`src/rtl/wbu_buf_if.sv`:
```
// Handshake and data bundle between memory stage, write-back buffer
// and the register-file write port.
interface wbu_buf_if #(
  parameter int XLEN   = 32,
  parameter int REG_AW = 5,
  parameter int DEPTH  = 4
);
  localparam int CW = $clog2(DEPTH) + 1;

  logic              in_valid;
  logic              in_ready;
  logic [6:0]        opcode;
  logic [2:0]        funct3;
  logic [REG_AW-1:0] rd_i;
  logic [XLEN-1:0]   alu_out;
  logic [XLEN-1:0]   load_out;
  logic [1:0]        addr_lo;
  logic              wb_ready;
  logic              wr_en;
  logic [REG_AW-1:0] rd_o;
  logic [XLEN-1:0]   rd_data;
  logic [CW-1:0]     count;

  modport master (
    output in_valid, opcode, funct3, rd_i,
    output alu_out, load_out, addr_lo, wb_ready,
    input  in_ready, wr_en, rd_o, rd_data, count
  );

  modport slave (
    input  in_valid, opcode, funct3, rd_i,
    input  alu_out, load_out, addr_lo, wb_ready,
    output in_ready, wr_en, rd_o, rd_data, count
  );
endinterface

```
`src/rtl/wbu_buf.sv`:
```
// Write-back unit: load formatting plus an in-order buffer to the RF port.
// Optional retire counter enabled by defining WBU_RETIRE_CNT_EN.
`ifndef opcode_R
`define opcode_R       7'b0110011
`endif
`ifndef opcode_I_lg
`define opcode_I_lg    7'b0010011
`endif
`ifndef opcode_I_ld
`define opcode_I_ld    7'b0000011
`endif
`ifndef opcode_U_lui
`define opcode_U_lui   7'b0110111
`endif
`ifndef opcode_U_auipc
`define opcode_U_auipc 7'b0010111
`endif
`ifndef opcode_J_jal
`define opcode_J_jal   7'b1101111
`endif
`ifndef opcode_J_jalr
`define opcode_J_jalr  7'b1100111
`endif

module wbu_buf #(
  parameter int XLEN   = 32,
  parameter int REG_AW = 5,
  parameter int DEPTH  = 4
) (
  input  logic        clk,
  input  logic        rst_n,
`ifdef WBU_RETIRE_CNT_EN
  input  logic        retire_clr,
  output logic [63:0] retire_cnt,
`endif
  wbu_buf_if.slave    bus
);
  localparam int AW = $clog2(DEPTH);
  localparam int CW = AW + 1;

  typedef struct packed {
    logic [REG_AW-1:0] rd;
    logic [XLEN-1:0]   data;
  } entry_t;

  entry_t        mem_q [DEPTH];
  logic [AW-1:0] rptr_q, rptr_d;
  logic [AW-1:0] wptr_q, wptr_d;
  logic [CW-1:0] cnt_q, cnt_d;
  logic [AW-1:0] head;

  logic            wr_op;
  logic            is_ld;
  logic            accept;
  logic            push;
  logic            pop;
  logic [7:0]      ld_b;
  logic [15:0]     ld_h;
  logic [XLEN-1:0] ld_fmt;
  entry_t          in_e;

  always_comb begin
    wr_op = 1'b0;
    unique case (1'b1)
      bus.opcode == `opcode_R,
      bus.opcode == `opcode_I_lg,
      bus.opcode == `opcode_I_ld,
      bus.opcode == `opcode_U_lui,
      bus.opcode == `opcode_U_auipc,
      bus.opcode == `opcode_J_jal,
      bus.opcode == `opcode_J_jalr: wr_op = 1'b1;
      default: wr_op = 1'b0;
    endcase
  end

  assign is_ld = (bus.opcode == `opcode_I_ld);
  assign ld_b  = bus.load_out[{bus.addr_lo, 3'b000} +: 8];
  assign ld_h  = bus.load_out[{bus.addr_lo[1], 4'b0000} +: 16];

  always_comb begin
    ld_fmt = bus.load_out;
    unique case (bus.funct3)
      3'b000:  ld_fmt = {{(XLEN-8){ld_b[7]}}, ld_b};
      3'b100:  ld_fmt = {{(XLEN-8){1'b0}}, ld_b};
      3'b001:  ld_fmt = {{(XLEN-16){ld_h[15]}}, ld_h};
      3'b101:  ld_fmt = {{(XLEN-16){1'b0}}, ld_h};
      default: ld_fmt = bus.load_out;
    endcase
  end

  assign in_e.rd   = bus.rd_i;
  assign in_e.data = is_ld ? ld_fmt : bus.alu_out;

  assign pop    = (cnt_q != '0) && bus.wb_ready;
  assign accept = bus.in_valid && bus.in_ready;
  assign push   = accept && wr_op && (bus.rd_i != '0);

  assign bus.in_ready = (cnt_q < CW'(DEPTH)) || pop;

  // when empty, show the slot just behind rptr: the last entry written out
  assign head        = (cnt_q != '0) ? rptr_q : rptr_q - AW'(1);
  assign bus.wr_en   = (cnt_q != '0);
  assign bus.rd_o    = mem_q[head].rd;
  assign bus.rd_data = mem_q[head].data;
  assign bus.count   = cnt_q;

  always_comb begin
    rptr_d = rptr_q;
    wptr_d = wptr_q;
    cnt_d  = cnt_q;
    if (pop)  rptr_d = rptr_q + AW'(1);
    if (push) wptr_d = wptr_q + AW'(1);
    cnt_d = cnt_q + CW'(push) - CW'(pop);
  end

  always_ff @(posedge clk or negedge rst_n) begin
    if (!rst_n) begin
      rptr_q <= '0;
      wptr_q <= '0;
      cnt_q  <= '0;
      for (int i = 0; i < DEPTH; i++) mem_q[i] <= '0;
    end else begin
      rptr_q <= rptr_d;
      wptr_q <= wptr_d;
      cnt_q  <= cnt_d;
      if (push) mem_q[wptr_q] <= in_e;
    end
  end

`ifdef WBU_RETIRE_CNT_EN
  logic [63:0] rcnt_q, rcnt_d;

  always_comb begin
    rcnt_d = rcnt_q + 64'(accept);
    if (retire_clr) rcnt_d = 64'(accept);
  end

  always_ff @(posedge clk or negedge rst_n) begin
    if (!rst_n) rcnt_q <= '0;
    else        rcnt_q <= rcnt_d;
  end

  assign retire_cnt = rcnt_q;
`endif
endmodule

```
`src/flat_wrapper.sv`:
```
// flat-port wrapper written by rule: the top's interface ports become plain ports
module wbu_buf_flat 
#(
  parameter int XLEN   = 32,
  parameter int REG_AW = 5,
  parameter int DEPTH  = 4
)
  (clk, rst_n, bus_in_valid, bus_opcode, bus_funct3, bus_rd_i, bus_alu_out, bus_load_out, bus_addr_lo, bus_wb_ready, bus_in_ready, bus_wr_en, bus_rd_o, bus_rd_data, bus_count);
  wbu_buf_if #(.XLEN(XLEN), .REG_AW(REG_AW), .DEPTH(DEPTH)) bus_i ();
  input  logic clk;
  input  logic rst_n;
  input wire logic [$bits(bus_i.in_valid)-1:0] bus_in_valid;
  input wire logic [$bits(bus_i.opcode)-1:0] bus_opcode;
  input wire logic [$bits(bus_i.funct3)-1:0] bus_funct3;
  input wire logic [$bits(bus_i.rd_i)-1:0] bus_rd_i;
  input wire logic [$bits(bus_i.alu_out)-1:0] bus_alu_out;
  input wire logic [$bits(bus_i.load_out)-1:0] bus_load_out;
  input wire logic [$bits(bus_i.addr_lo)-1:0] bus_addr_lo;
  input wire logic [$bits(bus_i.wb_ready)-1:0] bus_wb_ready;
  output wire logic [$bits(bus_i.in_ready)-1:0] bus_in_ready;
  output wire logic [$bits(bus_i.wr_en)-1:0] bus_wr_en;
  output wire logic [$bits(bus_i.rd_o)-1:0] bus_rd_o;
  output wire logic [$bits(bus_i.rd_data)-1:0] bus_rd_data;
  output wire logic [$bits(bus_i.count)-1:0] bus_count;
  assign bus_i.in_valid = bus_in_valid;
  assign bus_i.opcode = bus_opcode;
  assign bus_i.funct3 = bus_funct3;
  assign bus_i.rd_i = bus_rd_i;
  assign bus_i.alu_out = bus_alu_out;
  assign bus_i.load_out = bus_load_out;
  assign bus_i.addr_lo = bus_addr_lo;
  assign bus_i.wb_ready = bus_wb_ready;
  assign bus_in_ready = bus_i.in_ready;
  assign bus_wr_en = bus_i.wr_en;
  assign bus_rd_o = bus_i.rd_o;
  assign bus_rd_data = bus_i.rd_data;
  assign bus_count = bus_i.count;
  wbu_buf #(.XLEN(XLEN), .REG_AW(REG_AW), .DEPTH(DEPTH)) u_core (.clk(clk), .rst_n(rst_n), .bus(bus_i));
endmodule
```
`config.mk`:
```
export PLATFORM = sky130hd
export DESIGN_NAME = wbu_buf_flat
export DESIGN_NICKNAME = d
export VERILOG_FILES = /design/src/rtl/wbu_buf_if.sv /design/src/rtl/wbu_buf.sv /design/src/flat_wrapper.sv
export SDC_FILE = /design/constraint.sdc
export NUM_CORES = 1
export LEC_CHECK = 0
export ABC_AREA = 0
export BUFFER_PORTS_ARGS = -buffer_cell sky130_fd_sc_hd__buf_2
export CAP_MARGIN = 10
export CORE_UTILIZATION = 45
export CTS_CLUSTER_DIAMETER = 80
export DETAILED_ROUTE_END_ITERATION = 6
export PLACE_DENSITY = 0.66
export SLEW_MARGIN = 40
export SYNTH_ARGS = -nofsm -noshare
export SYNTH_HDL_FRONTEND = slang
export SYNTH_SLANG_ARGS = --single-unit
export TNS_END_PERCENT = 100
```
`constraint.sdc`:
```
create_clock -name clk -period 3.1 [get_ports clk]
set_input_delay 0.31 -clock clk [delete_from_list [all_inputs] [get_ports clk]]
set_output_delay 0.31 -clock clk [all_outputs]
set_load 0.01 [all_outputs]
```
-- After elaboration in Yosys (flattened, before gate mapping)
Cells that the tools add are included.
- bits in registers: 155
- input bits: 85
- output and inout port bits: 42
- word-level logic and storage cells: 54
- add/sub/neg operators: 5
- order comparisons: 4
- eq/ne operators: 10
- shift operators: 2
- multiplexer cells: 10
- bitwise gates (word level): 2
- reduce and logical (&&, ||, !) cells: 10
- operators by type and width (kind ; count):
    bitwise mux 148 bit ; 1
    one-hot mux 32 bit (4 select lines) ; 1
    2-to-1 mux 37 bit ; 3
    binary-select mux 37 bit (select 2 bit) ; 1
    demux 37 bit (select 2 bit) ; 1
    2-to-1 mux 32 bit ; 1
    variable part select 32 x 6 -> 16 bit ; 1
    variable part select 32 x 6 -> 8 bit ; 1
    == test 7 x 5 -> 1 bit (second input constant) ; 2
    == test 7 x 6 -> 1 bit (second input constant) ; 2
    == test 7 bit (second input constant) ; 2
    == test 7 x 2 -> 1 bit (second input constant) ; 1
    OR reduction 7 bit ; 1
    == test 3 bit (second input constant) ; 2
    greater-or-equal comparator 3 bit (second input constant) ; 2
    inverter 2 -> 3 bit ; 2
    logical AND 1 bit ; 5
    nonzero test 5 bit ; 1
    adder 2 x 1 -> 2 bit (second input constant) ; 2
    adder 3 x 1 -> 3 bit ; 1
    == test 3 x 1 -> 1 bit (second input constant) ; 1
    zero test 3 bit ; 1
    < comparator 3 x 1 -> 1 bit (second input constant) ; 1
    < comparator 3 bit (second input constant) ; 1
    6 further kinds ; 6

-- Depth between registers and ports, before layout
- word-level depth: 8
- depth in mapped cells: 9
- gate-level depth less buffers: 8

-- Worst setup path after synthesis
No wires, ideal clock.
- path type: register to output
- start: register u_core.cnt_q[2], in the netlist u_core.bus.count[2]
- end: output port bus_rd_data[10]
- arrival: 2.254 ns
- required time: 2.790 ns
- setup slack: 0.536 ns
- stages on the path, launching flop included: 6
- cells stage by stage: dfrtp_1 or3_1 buf_2 xor2_2 buf_6 mux4_2
- longest elaborated chain between the ends: 6
- RTL lines (item ; RTL line ; text):
    from (decl) ; wbu_buf.sv:49 ; logic [CW-1:0] cnt_q, cnt_d;
    from (signal assigned) ; wbu_buf.sv:125 ; cnt_q <= cnt_d;
    nonzero test 3 bit ; - ;
    net bus_wr_en ; flat_wrapper.sv:21 ; output wire logic [$bits(bus_i.wr_en)-1:0] bus_wr_en;
    2-to-1 mux 2 bit ; wbu_buf.sv:101 ; assign head = (cnt_q != '0) ? rptr_q : rptr_q - AW'(1);
    inverter 2 -> 3 bit (implied by the code) ; wbu_buf.sv:104 ; assign bus.rd_data = mem_q[head].data;
    binary-select mux 37 bit (select 2 bit) ; wbu_buf.sv:104 ;
    2-to-1 mux 37 bit (2 in series) ; - ;
    to (decl) ; flat_wrapper.sv:23 ; output wire logic [$bits(bus_i.rd_data)-1:0] bus_rd_data;
The timed path passes the listed nets, and every way through them passes these cells. The select of a mux whose other input is x is not followed.

-- Final worst setup path
- start: register u_core.cnt_q[2], in the netlist u_core.bus.count[2]
- end: output port bus_rd_data[1]
- longest elaborated chain between the ends: 6
- RTL lines (item ; RTL line):
    nonzero test 3 bit ; wbu_buf.sv:101
    2-to-1 mux 2 bit ; wbu_buf.sv:101
    inverter 2 -> 3 bit (implied by the code) ; wbu_buf.sv:104
    binary-select mux 37 bit (select 2 bit) ; wbu_buf.sv:104
    2-to-1 mux 37 bit (2 in series) ; -
Every way passes these cells. The select of a mux whose other input is x is not followed.

==> flow_metrics.py <==
metrics = {
    "floorplanning": {
        "fp.coreArea_um2": 16800,
        "die-width_um": 134,
        "start_util_pct": 46.8,
        "die_area_um2": 18000,
        "num_rows": 47,
        "io_pins": 127,
        "fp.dieH_um": 134,
    },
    "yosys": {
        "synth_top_family_by_area": "multiplexers",
        "synth_fp_nets": 658,
        "ys.flop_type": "dfrtp_1",
        "synth_area_leaders": "dfrtp_1 (49%), mux2_2 (22%), mux4_2 (11%)",
        "synthAdderAreaFrac_pct": 1.21,
        "postSynthCellCount": 566,
        "yosys.area_share.simple_pct": 5.19,
        "syn_area_um2": 7860,
        "synth_cell_types": 50,
        "ys_async_sr_fraction_pct": 100,
        "synth_top_area_cell": "dfrtp_1",
        "avgSynthCellArea_um2": 13.9,
        "synth_compound_area_share_pct": 6.08,
        "yosys_warnings": 0,
        "synth_top_area_share_pct": 49.3,
        "ys_ff_latch": 155,
        "yosys.area_share.xor_xnor_pct": 0.875,
        "synth.area.mux_share_pct": 33.3,
        "synth_edf_count": 0,
        "synth_seq_area_share_pct": 49.3,
    },
    "status": {
        "status": "finished, final reports clean",
    },
    "worst_setup_path": {
        "cpPeakStageDelay_ns": 0.58,
        "cp.arrival_ns": 2.58,
        "cp_slowest_cell": "mux4_2",
        "path_max_fanout": 37,
        "path_buf_inv": 2,
        "worstReg2RegStart": "u_core.bus.count[2]",
        "crit_end": "bus_rd_data[1]",
        "end_kind": "primary output",
        "critPathTopFamily": "multiplexers",
        "path_cells": "or3_1 > xor2_4 > buf_12 > mux4_2 > buf_2",
        "rr_worst_depth": 8,
        "cp.depth": 5,
        "critPathLaunchType": "register",
        "crit_type": "register to primary output",
        "r2r_end": "u_core.bus.count[2]",
        "crit_start": "u_core.bus.count[2]",
        "regToRegSetupSlack_ns": 0.69,
        "cp.required_ns": 2.79,
    },
    "route": {
        "ant_nets": 0,
        "firstDrtPassIters": 4,
        "wl_um": 19900,
        "drc_errors": 0,
        "wl_per_cell_um": 21.5,
        "vias": 5282,
        "vias_per_cell": 5.72,
        "drt_iter0_drc": 342,
    },
    "sta": {
        "rsz0062_at_grt": "no",
        "final_hold_viol_count": 0,
        "worst_pin_slew_ns": 0.696,
        "min_period_over_period_pct": 93.1,
        "clock_skew_ns": 0.00620,
        "layout_setup_ws_ns": 0.214,
        "max_freq_mhz": 346,
        "slew_viol_final": 0,
        "slew_headroom_pct": 53.1,
        "post-route-min-period_ns": 2.89,
        "setup_tns_ns": 0,
        "setup_viol_count_final": 0,
    },
    "clock_tree": {
        "htree_levels": 4,
        "postCtsSetupBuffers": 0,
        "cts_buffers": 17,
        "clock_path_buffers": 2,
        "clk_pin_slew_ns": 0.06,
        "clk_latency_ns": 0.42,
        "cts.sinks": 155,
        "cts_resized": 0,
        "ctsRootBufferMaster": "clkbuf_16",
        "cts_tree": "built",
        "cts_hold_buf": 1,
    },
    "global_route": {
        "grt_use_total_pct": 23.5,
        "grt_pass1_wl_um": 31600,
        "grt_antenna_before_repair": 0,
        "grt_max_degree": 90,
        "grt_pass1_vias": 5811,
        "grt_remaining_overflow": 0,
    },
    "layout": {
        "final_cell_mix": "mux2_2 (155), dfrtp_1 (155), buf_2 (125)",
        "fin_nets": 783,
        "antennaDiodeCount": 0,
        "nFillCells": 1420,
        "area_delta_synth_final_pct": 19.3,
        "drive_gt1_share_pct": 53.7,
        "multi_input_area_um2": 3690,
        "register_area_um2": 3880,
    },
    "placement": {
        "numPortBuffers": 126,
        "place_congestion": 0.848,
        "dp_hpwl_um": 13800,
        "preCtsSetupSlack_ns": 0.607,
    },
    "power_and_ir_drop": {
        "p_leak_uw": 0.00468,
        "power.density_nw_per_um2": 821,
        "vdd_drop_max_uv": 555,
    },
    "flow_run": {
        "cap_viol_max_count": 0,
    },
    "hold_path": {
        "hold_class": "input pin to register",
    },
}
-- where the power goes --
group,internal (uW),switching (uW)
registers,2550,308
clock network,1380,819
logic,1430,1210
-- registers in the layout (all words and copies together) (netlist names) --
name / cells
u_core.rptr_q: 2
u_core.wptr_q: 2
u_core.bus.count: 3
u_core.mem_q: 148
-- worst min-delay path by stage --
stage / from / end / cells after the start
after global placement: rst_n / u_core.mem_q[59] / 1
after floorplan: rst_n / u_core.bus.count[0] / 0
after global routing: bus_rd_i[1] / u_core.mem_q[70] / 2
final: bus_rd_i[1] / u_core.mem_q[33] / 2
after CTS: bus_rd_i[1] / u_core.mem_q[33] / 2
after detailed placement: rst_n / u_core.mem_q[66] / 1
-- Yosys cell counts (2+ instances only) --
master	n
a21o_1	10
a21oi_1	12
a221oi_1	6
a31oi_1	16
a32oi_1	3
and2_1	2
buf_2	8
buf_6	15
clkbuf_1	11
dfrtp_1	155
ha_1	6
inv_1	15
mux2_2	155
mux2i_1	2
mux4_2	38
nand2_1	28
nand2_2	4
nand2b_1	2
nand4_1	2
nor2_1	31
nor2b_1	3
nor3_1	3
o21ai_0	7
o22ai_1	2
xnor2_1	4
xor2_1	2
-- cells by family after synthesis --
family,Yosys count
flip-flops,155
adder cells (fa/ha/maj),7
AO/OA/AOI/OAI,67
XOR/XNOR,7
AND/OR/NAND/NOR,85
multiplexers,195
buffers and inverters,50
-- layer usage --
layer,share of wire [%],global-route usage [%],wire (um),vias up
met4,2.6,10.4,520,0
met5,0,0,0,-
met3,5.7,4.42,1130,40
li1,-,-,-,2360
met1,42,30.4,8430,2702
met2,49,38.5,9780,180
-- cell type report --
| cell class | instances | area share [%] |
|---|---|---|
| Clock buffer | 23 | 5.31 |
| Clock inverter | 9 | 1.41 |
| Inverter | 15 | 0.600 |
| Multi-Input combinational cell | 361 | 39.3 |
| Sequential cell | 155 | 41.3 |
| Tap cell | 220 | 2.93 |
| Timing Repair Buffer | 141 | 9.08 |
-- stage by stage --
step / cell area [um^2] / total power, uW / util, % / cells / hold slack (ns)
3_3_place_gp: 8740 / 5480 / 52.0 / 891 / 0.340
6_report: 9380 / 7700 / 55.8 / 924 / 0.180
5_1_grt: 9380 / 8090 / 55.8 / 924 / 0.183
3_5_place_dp: 8740 / 5580 / 52.0 / 891 / 0.354
4_1_cts: 9380 / 7790 / 55.8 / 924 / 0.169
2_1_floorplan: 7860 / 4690 / - / 566 / 0.0144
Power figures use the tool's default switching activity.
